<file path="config.mk">
export PLATFORM = sky130hd
export DESIGN_NAME = ppe_rr_sched
export DESIGN_NICKNAME = d
export VERILOG_FILES = /design/src/rtl/ppe_rr_sched_pkg.sv /design/src/rtl/ppe_rr_sched_pick.sv /design/src/rtl/ppe_rr_sched.sv
export SDC_FILE = /design/constraint.sdc
export NUM_CORES = 1
export LEC_CHECK = 0
export CAP_MARGIN = 20
export CORE_ASPECT_RATIO = 1.4
export CORE_MARGIN = 4
export CORE_UTILIZATION = 28
export DETAILED_ROUTE_END_ITERATION = 12
export HOLD_SLACK_MARGIN = 0.03
export PLACE_DENSITY = 0.46
export SYNTH_ARGS = -nofsm -noshare
export SYNTH_HDL_FRONTEND = slang
export SYNTH_HIERARCHICAL = 1
export SYNTH_SLANG_ARGS = --single-unit
</file>
<file path="constraint.sdc">
create_clock -name clk -period 8.2 [get_ports clk]
set_input_delay 1.23 -clock clk [delete_from_list [all_inputs] [get_ports clk]]
set_output_delay 1.23 -clock clk [all_outputs]
set_load 0.02 [all_outputs]
</file>
<file path="src/rtl/ppe_rr_sched_pkg.sv">
// Shared types and helpers for the round-robin grant scheduler.
package ppe_rr_sched_pkg;

  // Scheduler FSM encoding.
  typedef enum logic {
    ST_IDLE  = 1'b0,
    ST_GRANT = 1'b1
  } sched_state_e;

  // Ceiling log2 used to sanity-check index and counter widths at elaboration.
  function automatic int unsigned clog2(input int unsigned v);
    int unsigned r;
    r = 0;
    for (int unsigned i = 0; i < 32; i++) begin
      if ((64'd1 << i) < 64'(v)) r = i + 1;
    end
    return r;
  endfunction

endpackage : ppe_rr_sched_pkg

</file>
<file path="src/rtl/ppe_rr_sched_pick.sv">
// Cyclic priority pick: first set bit of req scanning base, base+1, ... N-1, 0, ...
// Ports:
//   req   - request vector
//   base  - highest-priority index (must be < N)
//   idx   - chosen index (0 when nothing found)
//   found - at least one request set
module rr_pick #(
  parameter int unsigned N     = 8,
  parameter int unsigned LOG_N = 3
) (
  input  logic [N-1:0]     req,
  input  logic [LOG_N-1:0] base,
  output logic [LOG_N-1:0] idx,
  output logic             found
);

  localparam int unsigned N2 = 2 * N;

  logic [N2-1:0] masked;

  // The upper copy of req covers the wrap-around; masking below base leaves the
  // lowest remaining set bit as the cyclic winner.
  always_comb begin
    masked = {req, req} & ~((N2'(1) << base) - N2'(1));
    found  = |req;
    idx    = '0;
    for (int i = int'(N2) - 1; i >= 0; i--) begin
      if (masked[i]) begin
        idx = (i >= int'(N)) ? LOG_N'(i - int'(N)) : LOG_N'(i);
      end
    end
  end

endmodule : rr_pick

</file>
<file path="src/rtl/ppe_rr_sched.sv">
// Round-robin scheduler granting one shared resource to one of N requesters.
// A grant lasts until the grantee signals done, drops its request, or the hold
// limit expires; the priority pointer then moves past the grantee.
// Ports:
//   clk, rst_n - clock (rising edge), async active-low reset
//   en         - allow new grants (active grant unaffected)
//   req        - per-requester request level
//   done       - per-requester end-of-burst pulse (grantee bit only)
//   gnt        - one-hot grant
//   gnt_id     - index of current grantee
//   gnt_valid  - grant active
//   timeout    - one-cycle pulse when the hold limit alone released the grant
//   ptr        - current highest-priority index
module ppe_rr_sched
  import ppe_rr_sched_pkg::*;
#(
  parameter int unsigned N        = 8,
  parameter int unsigned LOG_N    = 3,
  parameter int unsigned MAX_HOLD = 16,
  parameter int unsigned HOLD_W   = 5
) (
  input  logic             clk,
  input  logic             rst_n,
  input  logic             en,
  input  logic [N-1:0]     req,
  input  logic [N-1:0]     done,
  output logic [N-1:0]     gnt,
  output logic [LOG_N-1:0] gnt_id,
  output logic             gnt_valid,
  output logic             timeout,
  output logic [LOG_N-1:0] ptr
);

  // Reject configurations whose index or counter cannot hold its range.
  if (N < 2 || LOG_N < clog2(N) || MAX_HOLD < 1 || HOLD_W < 1 ||
      HOLD_W < clog2(MAX_HOLD)) begin : g_cfg_err
    $error("ppe_rr_sched: invalid N/LOG_N/MAX_HOLD/HOLD_W combination");
  end

  sched_state_e      state_q, state_d;
  logic [N-1:0]      gnt_q, gnt_d;
  logic [LOG_N-1:0]  gnt_id_q, gnt_id_d;
  logic              gnt_valid_q, gnt_valid_d;
  logic              timeout_q, timeout_d;
  logic [LOG_N-1:0]  ptr_q, ptr_d;
  logic [HOLD_W-1:0] hold_cnt_q, hold_cnt_d;

  logic [LOG_N-1:0]  rel_ptr;
  logic [LOG_N-1:0]  ptr_eval;
  logic [LOG_N-1:0]  pick_idx;
  logic              pick_found;
  logic              done_g, req_g, hold_hit, rel;

  // Release conditions for the current grantee.
  always_comb begin
    done_g   = done[gnt_id_q];
    req_g    = req[gnt_id_q];
    hold_hit = (hold_cnt_q == HOLD_W'(MAX_HOLD - 1));
    rel      = done_g | ~req_g | hold_hit;
    rel_ptr  = (gnt_id_q == LOG_N'(N - 1)) ? '0 : gnt_id_q + LOG_N'(1);
    // On a release cycle the pick already starts past the releasing grantee.
    ptr_eval = (state_q == ST_GRANT) ? rel_ptr : ptr_q;
  end

  rr_pick #(
    .N     (N),
    .LOG_N (LOG_N)
  ) u_pick (
    .req   (req),
    .base  (ptr_eval),
    .idx   (pick_idx),
    .found (pick_found)
  );

  // Next-state and registered-output logic.
  always_comb begin
    state_d     = state_q;
    gnt_d       = gnt_q;
    gnt_id_d    = gnt_id_q;
    gnt_valid_d = gnt_valid_q;
    timeout_d   = 1'b0;
    ptr_d       = ptr_q;
    hold_cnt_d  = hold_cnt_q;

    unique case (state_q)
      ST_IDLE: begin
        hold_cnt_d = '0;
        if (en && pick_found) begin
          state_d     = ST_GRANT;
          gnt_d       = N'(1) << pick_idx;
          gnt_id_d    = pick_idx;
          gnt_valid_d = 1'b1;
        end else begin
          gnt_d       = '0;
          gnt_id_d    = '0;
          gnt_valid_d = 1'b0;
        end
      end

      ST_GRANT: begin
        if (!rel) begin
          hold_cnt_d = hold_cnt_q + HOLD_W'(1);
        end else begin
          ptr_d      = rel_ptr;
          // Done or drop on the same cycle masks the timeout indication.
          timeout_d  = hold_hit & ~done_g & req_g;
          hold_cnt_d = '0;
          if (en && pick_found) begin
            gnt_d       = N'(1) << pick_idx;
            gnt_id_d    = pick_idx;
            gnt_valid_d = 1'b1;
          end else begin
            state_d     = ST_IDLE;
            gnt_d       = '0;
            gnt_id_d    = '0;
            gnt_valid_d = 1'b0;
          end
        end
      end

      default: begin
        state_d     = ST_IDLE;
        gnt_d       = '0;
        gnt_id_d    = '0;
        gnt_valid_d = 1'b0;
        hold_cnt_d  = '0;
      end
    endcase
  end

  // State register.
  always_ff @(posedge clk or negedge rst_n) begin
    if (!rst_n) begin
      state_q     <= ST_IDLE;
      gnt_q       <= '0;
      gnt_id_q    <= '0;
      gnt_valid_q <= 1'b0;
      timeout_q   <= 1'b0;
      ptr_q       <= '0;
      hold_cnt_q  <= '0;
    end else begin
      state_q     <= state_d;
      gnt_q       <= gnt_d;
      gnt_id_q    <= gnt_id_d;
      gnt_valid_q <= gnt_valid_d;
      timeout_q   <= timeout_d;
      ptr_q       <= ptr_d;
      hold_cnt_q  <= hold_cnt_d;
    end
  end

  assign gnt       = gnt_q;
  assign gnt_id    = gnt_id_q;
  assign gnt_valid = gnt_valid_q;
  assign timeout   = timeout_q;
  assign ptr       = ptr_q;

endmodule : ppe_rr_sched

</file>
==> impl_metrics.ini <==
[critical_path]
arrival_ps = 4160
critical_path_buf_inv_count = 1
path_cells = ha_1 > ha_1 > mux2_2 > inv_1 > nand3_1 > ha_1 > or3b_1 > a211o_1 > a221oi_1 > o21ai_1 > a21oi_1 > nor4b_1 > mux2_4
rr_endpoint = gnt[2]$_DFFE_PN0P_
path_class = reg2reg
start_kind = flip-flop
worst_path_max_delay_cell = or3b_1
crit_path_max_incr_delay_ps = 490
crit_family = compound AO/OA/AOI/OAI gates
rrSetupSlack_ps = 4240
r2r-start = gnt_id[0]$_DFFE_PN0P_
critical_path_required_ps = 8400
cp_common_cell = ha_1
crit_fanout = 9
rr_worst_depth = 13
cp-end-kind = flip-flop

[timing]
whs_ps = 459.7
fin_crit_ps = 3958
finClkSkew_ps = 1.760
setup_viol = 0
hold_viol = 0
tightestPinTransition_ps = 852.2
relSlewSlack_pct = 43.19
fmax_mhz = 252.7
rsz0062_at_grt = false
slew_viol_final = 0
tns_ps = 0
fin_crit_sh_pct = 48.27

[detailed_routing]
routed.top_layer = met4
wirelength_um = 4062
wl_met2_um = 2114
vias_per_cell = 5.244
wl_met1_um = 1760
first_iter_violations = 154
dr.pass1.iters = 6
ant_nets = 0
met3_wirelength_um = 133
drc = 0
vias = 1332
wl_per_cell_um = 15.99

[hold_path]
hold_path_startpoint = hold_cnt_q[0]$_DFF_PN0_
min_to = hold_cnt_q[0]$_DFF_PN0_
min_path_type = reg2reg
hold_depth = 1

[clock_tree]
insertion_delay_ps = 260
post_cts_buffers = 0
cts_tree = done
numCtsBuffers = 3
root_buffer = clkbuf_8
cts_resized = 0
htreeDepth = 1
ctsHoldBuffers = 0
cts.sinks = 22
cts_buffer_depth = 2
clk_pin_slew_ps = 80

[job]
cap_violations = 0

[cells_and_area]
final-seq-area_um2 = 550.5
diodes = 0
drive_gt1_share_pct = 12.77
multiInputGateArea_um2 = 875.8
stdcell_count = 254
final_common_cell = clkdlybuf4s50_1
syn_to_final_growth_pct = 31.23
design_area_mm2 = 0.001982
most-common-layout-cells = 34 x clkdlybuf4s50_1, 22 x dfrtp_1, 12 x mux2_2, 11 x nand2b_1, 10 x nand2_1
n_fill_cell = 532
nNetsFinal = 213

[grt]
grtUsageTotal_pct = 12.21
grt_antenna_before_repair = 0
grt_max_degree = 23
grt_first_pass_wirelength_um = 6534
grt_pass1_vias = 1330
grt-ovfl-total = 0

[floorplanning]
coreArea_mm2 = 0.005197
fp.dieW_um = 70.07
pin_count = 35
start_util_pct = 29.06
die_h_um = 94.90
dieArea_mm2 = 0.006649
placementRows = 31

[logic_synthesis]
synth_seq_area_share_pct = 36.45
ys_ff_latch = 22
syn_avg_cell_area_um2 = 9.681
syn_area_mm2 = 0.001510
synth.distinct_cells = 43
yosys_warnings = 6
synthCells = 156
synth_fp_nets = 180

[pwr]
p_leak_uw = 0.0008430
power_uw = 704.2
power_density_mw_per_mm2 = 355.3
ir_drop_mv = 0.1434

[placed_design]
gp_congestion = 0.8934
dp_cells = 249
port_buffers = 34
hpwlAfterDp_um = 3124
placed_area_mm2 = 0.001883

[status]
outcome = completed
-- synthesized netlist by cell type (all sizes together) --
master	count	share of area, %
nand3b	1	0.50
and3	4	1.7
dfrtp	22	36
nor4b	2	1.2
nor3b	4	2.0
mux2i	2	1.3
a222oi	1	0.66
xor2	2	1.2
ha	5	4.1
inv	9	2.2
o21ai	5	1.7
o21a	2	0.99
or3b	1	0.58
mux4	2	3.0
nand2b	11	4.6
a31o	1	0.58
nor2b	2	0.83
mux2	16	13
a2111oi	1	0.58
a221oi	1	0.58
a31oi	2	0.83
buf	4	2.6
o32a	1	0.66
nand3	6	2.0
o31ai	1	0.50
o41ai	1	0.58
clkbuf	3	0.75
or2	3	1.2
o32ai	1	0.58
a211o	1	0.58
o221ai	1	0.58
a21oi	5	1.7
nor4	1	0.41
nor2	9	2.2
o22ai	3	1.2
nand2	10	2.5
xnor2	2	1.2
nor3	8	2.7
-- state kept, by name (all words and copies together), names as in the netlist --
signal      cells
hold_cnt_q      5
gnt             8
gnt_valid       1
gnt_id          3
timeout         1
state_q         1
ptr             3
-- power breakdown --
part           switching (uW)  internal (uW)
logic                     237            202
clock network            35.3           65.1
registers                25.7            139
total                     298            406
-- routing by layer --
metal | up-vias | GRT usage (%)
li1 | 633 | -
met1 | 652 | 14.83
met2 | 43 | 22.08
met3 | 4 | 1.597
met4 | 0 | 4.153
met5 | - | 0
-- metrics by stage --
step	worst slack, ps	util (%)
2_1_floorplan	4472	-
3_3_place_gp	4363	36.23
3_5_place_dp	4312	36.23
4_1_cts	4265	37.60
5_1_grt	3840	38.13
6_report	4242	38.13
-- cell families after synthesis --
group	share of synthesized area [%]
simple gates	22.29
compound gates	12.26
flops	36.45
mux	16.98
buf+inv	5.550
fa+ha+maj	4.143
xor+xnor	2.320
-- area by class of cell --
type / instances / share of cell area [%]
inverter: 9 / 1.705
multi-input combinational: 118 / 44.19
clock buffer: 3 / 2.083
tap: 66 / 4.167
timing repair buffer: 35 / 18.56
sequential: 22 / 27.78
clock inverter: 1 / 1.515
-- worst max-delay path by stage --
stage | startpoint | end | cells after the start | slack, ps
5_1_grt | gnt_id[0]$_DFFE_PN0P_ | gnt[2]$_DFFE_PN0P_ | 13 | 3840
2_1_floorplan | gnt_id[0]$_DFFE_PN0P_ | gnt[0]$_DFFE_PN0P_ | 17 | 4470
4_1_cts | gnt_id[0]$_DFFE_PN0P_ | gnt[2]$_DFFE_PN0P_ | 13 | 4270
3_3_place_gp | gnt_id[0]$_DFFE_PN0P_ | gnt[2]$_DFFE_PN0P_ | 13 | 4360
3_5_place_dp | gnt_id[0]$_DFFE_PN0P_ | gnt[2]$_DFFE_PN0P_ | 13 | 4310
6_report | gnt_id[0]$_DFFE_PN0P_ | gnt[2]$_DFFE_PN0P_ | 13 | 4240
No activity file was read; power rests on OpenSTA's default activity.
